==> src/rtl/booth_r4_seq_mult.sv <==
// rtl/booth_r4_seq_mult.sv - sequential radix-4 Booth multiplier, one recoded digit per cycle
module booth_r4_seq_mult #(
  parameter int WIDTH = 8
) (
  input  logic                 clk,
  input  logic                 rst,
  input  logic                 start,
  input  logic [WIDTH-1:0]     multiplicand,
  input  logic [WIDTH-1:0]     multiplier,
  output logic [2*WIDTH-1:0]   product,
  output logic                 busy,
  output logic                 done,
  output logic [2:0]           digit
);

  localparam int PW = 2 * WIDTH;
  localparam int CW = $clog2(WIDTH / 2);
  localparam logic [CW-1:0] LAST = CW'(WIDTH / 2 - 1);

  typedef enum logic [1:0] {S_IDLE, S_RUN, S_DONE} state_t;

  state_t          state, state_next;
  logic [WIDTH-1:0] m_reg, q_reg;
  logic            prev;
  logic [PW-1:0]   acc;
  logic [CW-1:0]   count;
  logic [PW-1:0]   m_ext, pp_mag, pp, pp_shift;
  logic            accept, last_step;

  // Sign-magnitude digit code: bit 2 = negate, bit 1 = x2, bit 0 = x1
  function automatic logic [2:0] recode(input logic [2:0] w);
    case (w)
      3'b001, 3'b010: return 3'b001;
      3'b011:         return 3'b010;
      3'b100:         return 3'b110;
      3'b101, 3'b110: return 3'b101;
      default:        return 3'b000;
    endcase
  endfunction

  always_ff @(posedge clk) begin
    if (rst) state <= S_IDLE;
    else     state <= state_next;
  end

  always_comb begin
    state_next = state;
    busy       = 1'b0;
    done       = 1'b0;
    digit      = 3'b000;
    accept     = 1'b0;
    last_step  = 1'b0;
    case (state)
      S_IDLE: begin
        if (start) begin
          state_next = S_RUN;
          accept     = 1'b1;
        end
      end
      S_RUN: begin
        busy  = 1'b1;
        digit = recode({q_reg[1:0], prev});
        if (count == LAST) begin
          state_next = S_DONE;
          last_step  = 1'b1;
        end
      end
      S_DONE: begin
        done       = 1'b1;
        state_next = S_IDLE;
      end
      default: state_next = S_IDLE;
    endcase
  end

  // Partial product is built at full product width so +/-2M never overflows
  always_comb begin
    m_ext    = {{WIDTH{m_reg[WIDTH-1]}}, m_reg};
    pp_mag   = digit[1] ? (m_ext << 1) : (digit[0] ? m_ext : '0);
    pp       = digit[2] ? (-pp_mag) : pp_mag;
    pp_shift = pp << {count, 1'b0};
  end

  always_ff @(posedge clk) begin
    if (rst) begin
      m_reg   <= '0;
      q_reg   <= '0;
      prev    <= 1'b0;
      acc     <= '0;
      count   <= '0;
      product <= '0;
    end else if (accept) begin
      m_reg <= multiplicand;
      q_reg <= multiplier;
      prev  <= 1'b0;
      acc   <= '0;
      count <= '0;
    end else if (busy) begin
      acc   <= acc + pp_shift;
      prev  <= q_reg[1];
      q_reg <= {{2{q_reg[WIDTH-1]}}, q_reg[WIDTH-1:2]};
      count <= count + CW'(1);
      if (last_step) product <= acc + pp_shift;
    end
  end

endmodule

==> config.mk <==
export PLATFORM = sky130hd
export DESIGN_NAME = booth_r4_seq_mult
export DESIGN_NICKNAME = d
export VERILOG_FILES = /design/src/rtl/booth_r4_seq_mult.sv
export SDC_FILE = /design/constraint.sdc
export NUM_CORES = 1
export LEC_CHECK = 0
export BUFFER_PORTS_ARGS = -buffer_cell sky130_fd_sc_hd__buf_2
export CAP_MARGIN = 15
export CORE_UTILIZATION = 64
export CTS_CLUSTER_SIZE = 40
export DETAILED_ROUTE_END_ITERATION = 10
export HOLD_SLACK_MARGIN = 0.05
export PLACE_DENSITY_LB_ADDON = 0.25
export SYNTH_ARGS = -nofsm -noshare
export SYNTH_HDL_FRONTEND = slang
export SYNTH_SLANG_ARGS = --single-unit
export TNS_END_PERCENT = 30
==> constraint.sdc <==
create_clock -name clk -period 7.06 [get_ports clk]
set_input_delay 0.353 -clock clk [delete_from_list [all_inputs] [get_ports clk]]
set_output_delay 0.353 -clock clk [all_outputs]
set_load 0.02 [all_outputs]
==> results.md <==
- The largest registers in the layout are acc: 16 flops, product: 16 flops.
- The clock tree from TritonCTS is done.
- The final setup violation count is 0.
- Clock-pin slew was measured on the worst setup and hold paths at roughly 0.10 ns.
- The maximum clock insertion buffer count is 2.
- Detailed placement ended at an HPWL of ~6500 um.
- The hold path startpoint is multiplicand[3].
- For this block, the routed nets add up to 9046 um of wire.
- The worst-skew pair later-pin latency is between 0.3 and 0.4 ns.
- The register bit count reported by yosys is 53.
- The post-route netlist has between 10 and 15% of its cells at a drive strength greater than 1.
- Entering global routing, the biggest net connects between 40 and 50 pins.
- The top fanout value on the critical path is 27.
- The area growth from synthesis to layout is 5.488%.
- Global routing consumed, over all layers together, 29.91% of the routing resources.
- The H-tree depth is 2.
- The area enclosed by the die boundary is approximately 6300 um^2.
- In this run the vertical extent of the chip is between 70 and 80 um.
- The final global-route overflow total is 0.
- In the routed design, unresolved DRC markers number 0.
- The worst hold path endpoint is m_reg[3].
- Measured in cells, the most critical reg-to-reg path has a length of 16.
- Of the post-synthesis cell area, the dominant cell type holds 27.87%.
- The via count of the first global-routing pass is 3,231.
- The initial antenna violation count came to 0.
- Of all cell types, the one taking the most synthesized area is sky130_fd_sc_hd__dfxtp_1.
- The slew at the pin with the worst max-slew slack is roughly 0.84 ns.
- The capturing element type of the critical path is a register.
- The post-CTS repair timing setup buffer count is 0.
- The total power divided by cell area is about 160 nW/um^2.
- The register-to-register path setup slack is 2.22 ns.
- The setup skew after layout is approximately 0.011 ns.
- The number of cells on the worst hold path is 3.
- The count of buffers inserted at the top-level ports is 39.
- Using the TritonRoute via totals, the vias-per-cell ratio works out to between 6 and 7.
- The Yosys warning count is 0.
- The routability congestion estimate from global placement is 0.9444.
- The total I/O pin count is 40.
- The final layout contains approximately 560 nets.
- The post-route minimum period is roughly 4.8 ns.
- The number of synthesized flops with an enable pin is 0.
- The number of nets produced by synthesis is roughly 540.
- The number of hold violations in the final report is 0.
- Synthesis produced a netlist whose cell count is a little over 500.
- The number of placement rows is 27.
- Setup repair after global routing left no endpoint under its margin.
- The floorplan step defined a core boundary enclosing between 5000 and 6000 um^2.
- The iteration-0 DRC count of the detailed router is 323.
- Dividing the synthesized area by the synthesized cell count gives roughly 7.5 um^2.
- The detail-routed net length per standard cell is approximately 15 um.
- Counting instances in the post-synthesis netlist gives the leading cell types as 86 x sky130_fd_sc_hd__nand2_1, 66 x sky130_fd_sc_hd__a21oi_1, 53 x sky130_fd_sc_hd__dfxtp_1, 52 x sky130_fd_sc_hd__nor2_1, 22 x sky130_fd_sc_hd__clkbuf_1.
- The count of antenna diodes in the layout is 0.
- The destination of the worst register-to-register timing path is acc[14].
- The first-pass GRT wire length is approximately 15,000 um.
- The run finished with clean final reports.
- The count of clock tree sinks is 53.
- The synthesized netlist occupies a cell area of about 3800 um^2.
- The data required time of the worst path is 7.28 ns.
- Static timing analysis puts the maximum clock frequency at roughly 210 MHz.
- The number of placed instances with taps included is ~600.
- In the post-synthesis netlist, the cell with the most instances is sky130_fd_sc_hd__nand2_1.
- Of the available clock period, the critical path in the final layout requires 68.57%.
- The count of pins over their slew limit is 0.
- The initial cell density of the core is roughly two thirds.
- The endpoint arrival time on the critical path is approximately 5 ns.
- In this run the worst hold path is classified as input port to register.
- The worst pin sits at a relative slew slack of between 40% and 50%.
- The most used flip-flop cell after synthesis is sky130_fd_sc_hd__dfxtp_1.
- The filler-free cell count of the finished design is slightly below 600.
- The async set-reset flop share out of synthesis is 0%.
- The worst IR drop on VDD is approximately 0.11 mV.
- The count of unique library cells instantiated by Yosys is 76.
- The detailed-route via count is about 3,600.
- In this run the remaining antenna-violating nets after routing total 0.
- The number of gates resized after cts is 0.
- Sorting the synthesized cells by area gives the leading types as sky130_fd_sc_hd__dfxtp_1 28%, sky130_fd_sc_hd__a21oi_1 8.7%, sky130_fd_sc_hd__nand2_1 8.5%, sky130_fd_sc_hd__ha_1 5.9%, sky130_fd_sc_hd__nor2_1 5.1%.
- The die is between 70 and 80 um wide.
- The tool flagged a number of max-cap violations equal to 0.
- Of the synthesized area, sequential elements account for between 20% and 30%.
- TritonCTS created 5 clock buffers.
- The startpoint identified for the worst register-to-register timing path is state[1].
- Clock tree synthesis selected as its root buffer the cell sky130_fd_sc_hd__clkbuf_8.
- The hold-fix buffer count after cts is 0.
- The type of origin of the critical path is a register.
- The pre-antenna-repair detailed-routing pass consisted of 5 iterations.
- The sum of negative setup slack is 0 ns.
- In this run the static leakage power is 0.001604 uW.
- The type of the setup path with the least slack is register to register.
[stage by stage]
stage | hold WS [ns] | power, uW | cell area (um^2) | setup WS (ns) | utilization, %
2_1_floorplan | 0.4362 | 427.0 | 3807 | 2.866 | -
3_3_place_gp | 0.4387 | 447.2 | 3920 | 2.535 | 69.90
3_5_place_dp | 0.4444 | 450.4 | 3920 | 2.382 | 69.90
4_1_cts | 0.2639 | 634.7 | 4016 | 2.331 | 71.62
5_1_grt | 0.2758 | 660.6 | 4016 | 1.913 | 71.62
6_report | 0.2711 | 631.8 | 4016 | 2.219 | 71.62
[where the power goes]
| group | switching [uW] | total [uW] | internal [uW] |
|---|---|---|---|
| Clock | 106 | 186 | 79.9 |
| Sequential | 17.1 | 326 | 309 |
| Combinational | 75.0 | 120 | 44.6 |
[cell usage in the layout (no fill, tap or decap), types with 6 or more instances in the layout]
cell type	n
sky130_fd_sc_hd__clkbuf_8	6
sky130_fd_sc_hd__a21oi_1	66
sky130_fd_sc_hd__or3_1	8
sky130_fd_sc_hd__dfxtp_1	53
sky130_fd_sc_hd__buf_2	39
sky130_fd_sc_hd__nor3_1	21
sky130_fd_sc_hd__xnor2_1	11
sky130_fd_sc_hd__a21o_1	8
sky130_fd_sc_hd__o21ai_0	13
sky130_fd_sc_hd__inv_1	11
sky130_fd_sc_hd__nor2_1	52
sky130_fd_sc_hd__nand2_1	86
sky130_fd_sc_hd__ha_1	18
sky130_fd_sc_hd__nand3_1	13
sky130_fd_sc_hd__nand3b_1	8
sky130_fd_sc_hd__mux2i_1	9
sky130_fd_sc_hd__nand2b_1	6
sky130_fd_sc_hd__a211oi_1	11
[critical path: stages (launching register included)]
cell,delay [ns]
sky130_fd_sc_hd__dfxtp_1,0.52
sky130_fd_sc_hd__nand2b_1,0.17
sky130_fd_sc_hd__buf_4,0.35
sky130_fd_sc_hd__inv_1,0.46
sky130_fd_sc_hd__a32oi_1,0.52
sky130_fd_sc_hd__nand2_4,0.11
sky130_fd_sc_hd__mux2i_1,0.14
sky130_fd_sc_hd__a211oi_1,0.41
sky130_fd_sc_hd__mux2i_1,0.14
sky130_fd_sc_hd__ha_1,0.39
sky130_fd_sc_hd__and4_1,0.24
sky130_fd_sc_hd__a211oi_1,0.24
sky130_fd_sc_hd__o21ai_0,0.23
sky130_fd_sc_hd__a41oi_1,0.35
sky130_fd_sc_hd__a21oi_1,0.13
sky130_fd_sc_hd__xnor2_1,0.15
sky130_fd_sc_hd__a211oi_1,0.22
[area by class of cell]
type	count	area, um^2
inverters	12	45.04
clock inverters	2	13.76
well taps	72	90.09
clock buffers	6	82.58
repair buffers	40	202.7
flip-flops and latches	53	1061
multi-input cells	409	2521
fillers	480	1592
[how the worst max path moves through the flow]
stage | slack (ns) | from | cells past startpoint | endpoint
global route | 1.91 | state[1] | 19 | product[15]
floorplan | 2.87 | q_reg[1] | 20 | acc[14]
detailed placement | 2.38 | state[1] | 19 | acc[14]
global placement | 2.54 | state[1] | 16 | acc[14]
finish | 2.22 | state[1] | 16 | acc[14]
CTS | 2.33 | state[1] | 19 | acc[14]
[logic make-up after synthesis]
family                     Yosys count  share of synthesized area [%]
and+or+nand+nor                    225                          28.46
muxes                               10                          2.662
adders and majority gates           19                          6.441
xor gates and xnor gates            13                          3.188
buffers and inverters               44                          5.915
AOI/OAI and AO/OA                  142                          25.47
DFF                                 53                          27.87
[layer usage]
| layer | GRT usage [%] | part of all wire, % | vias to the layer above |
|---|---|---|---|
| met2 | 49.14 | 46 | 99 |
| met1 | 41.24 | 48 | 1702 |
| met5 | 0 | 0 | - |
| met4 | 8.364 | 1.0 | 0 |
| met3 | 3.218 | 5.0 | 11 |
| li1 | - | - | 1818 |
Note: power is estimated with default switching activity, not from simulation.
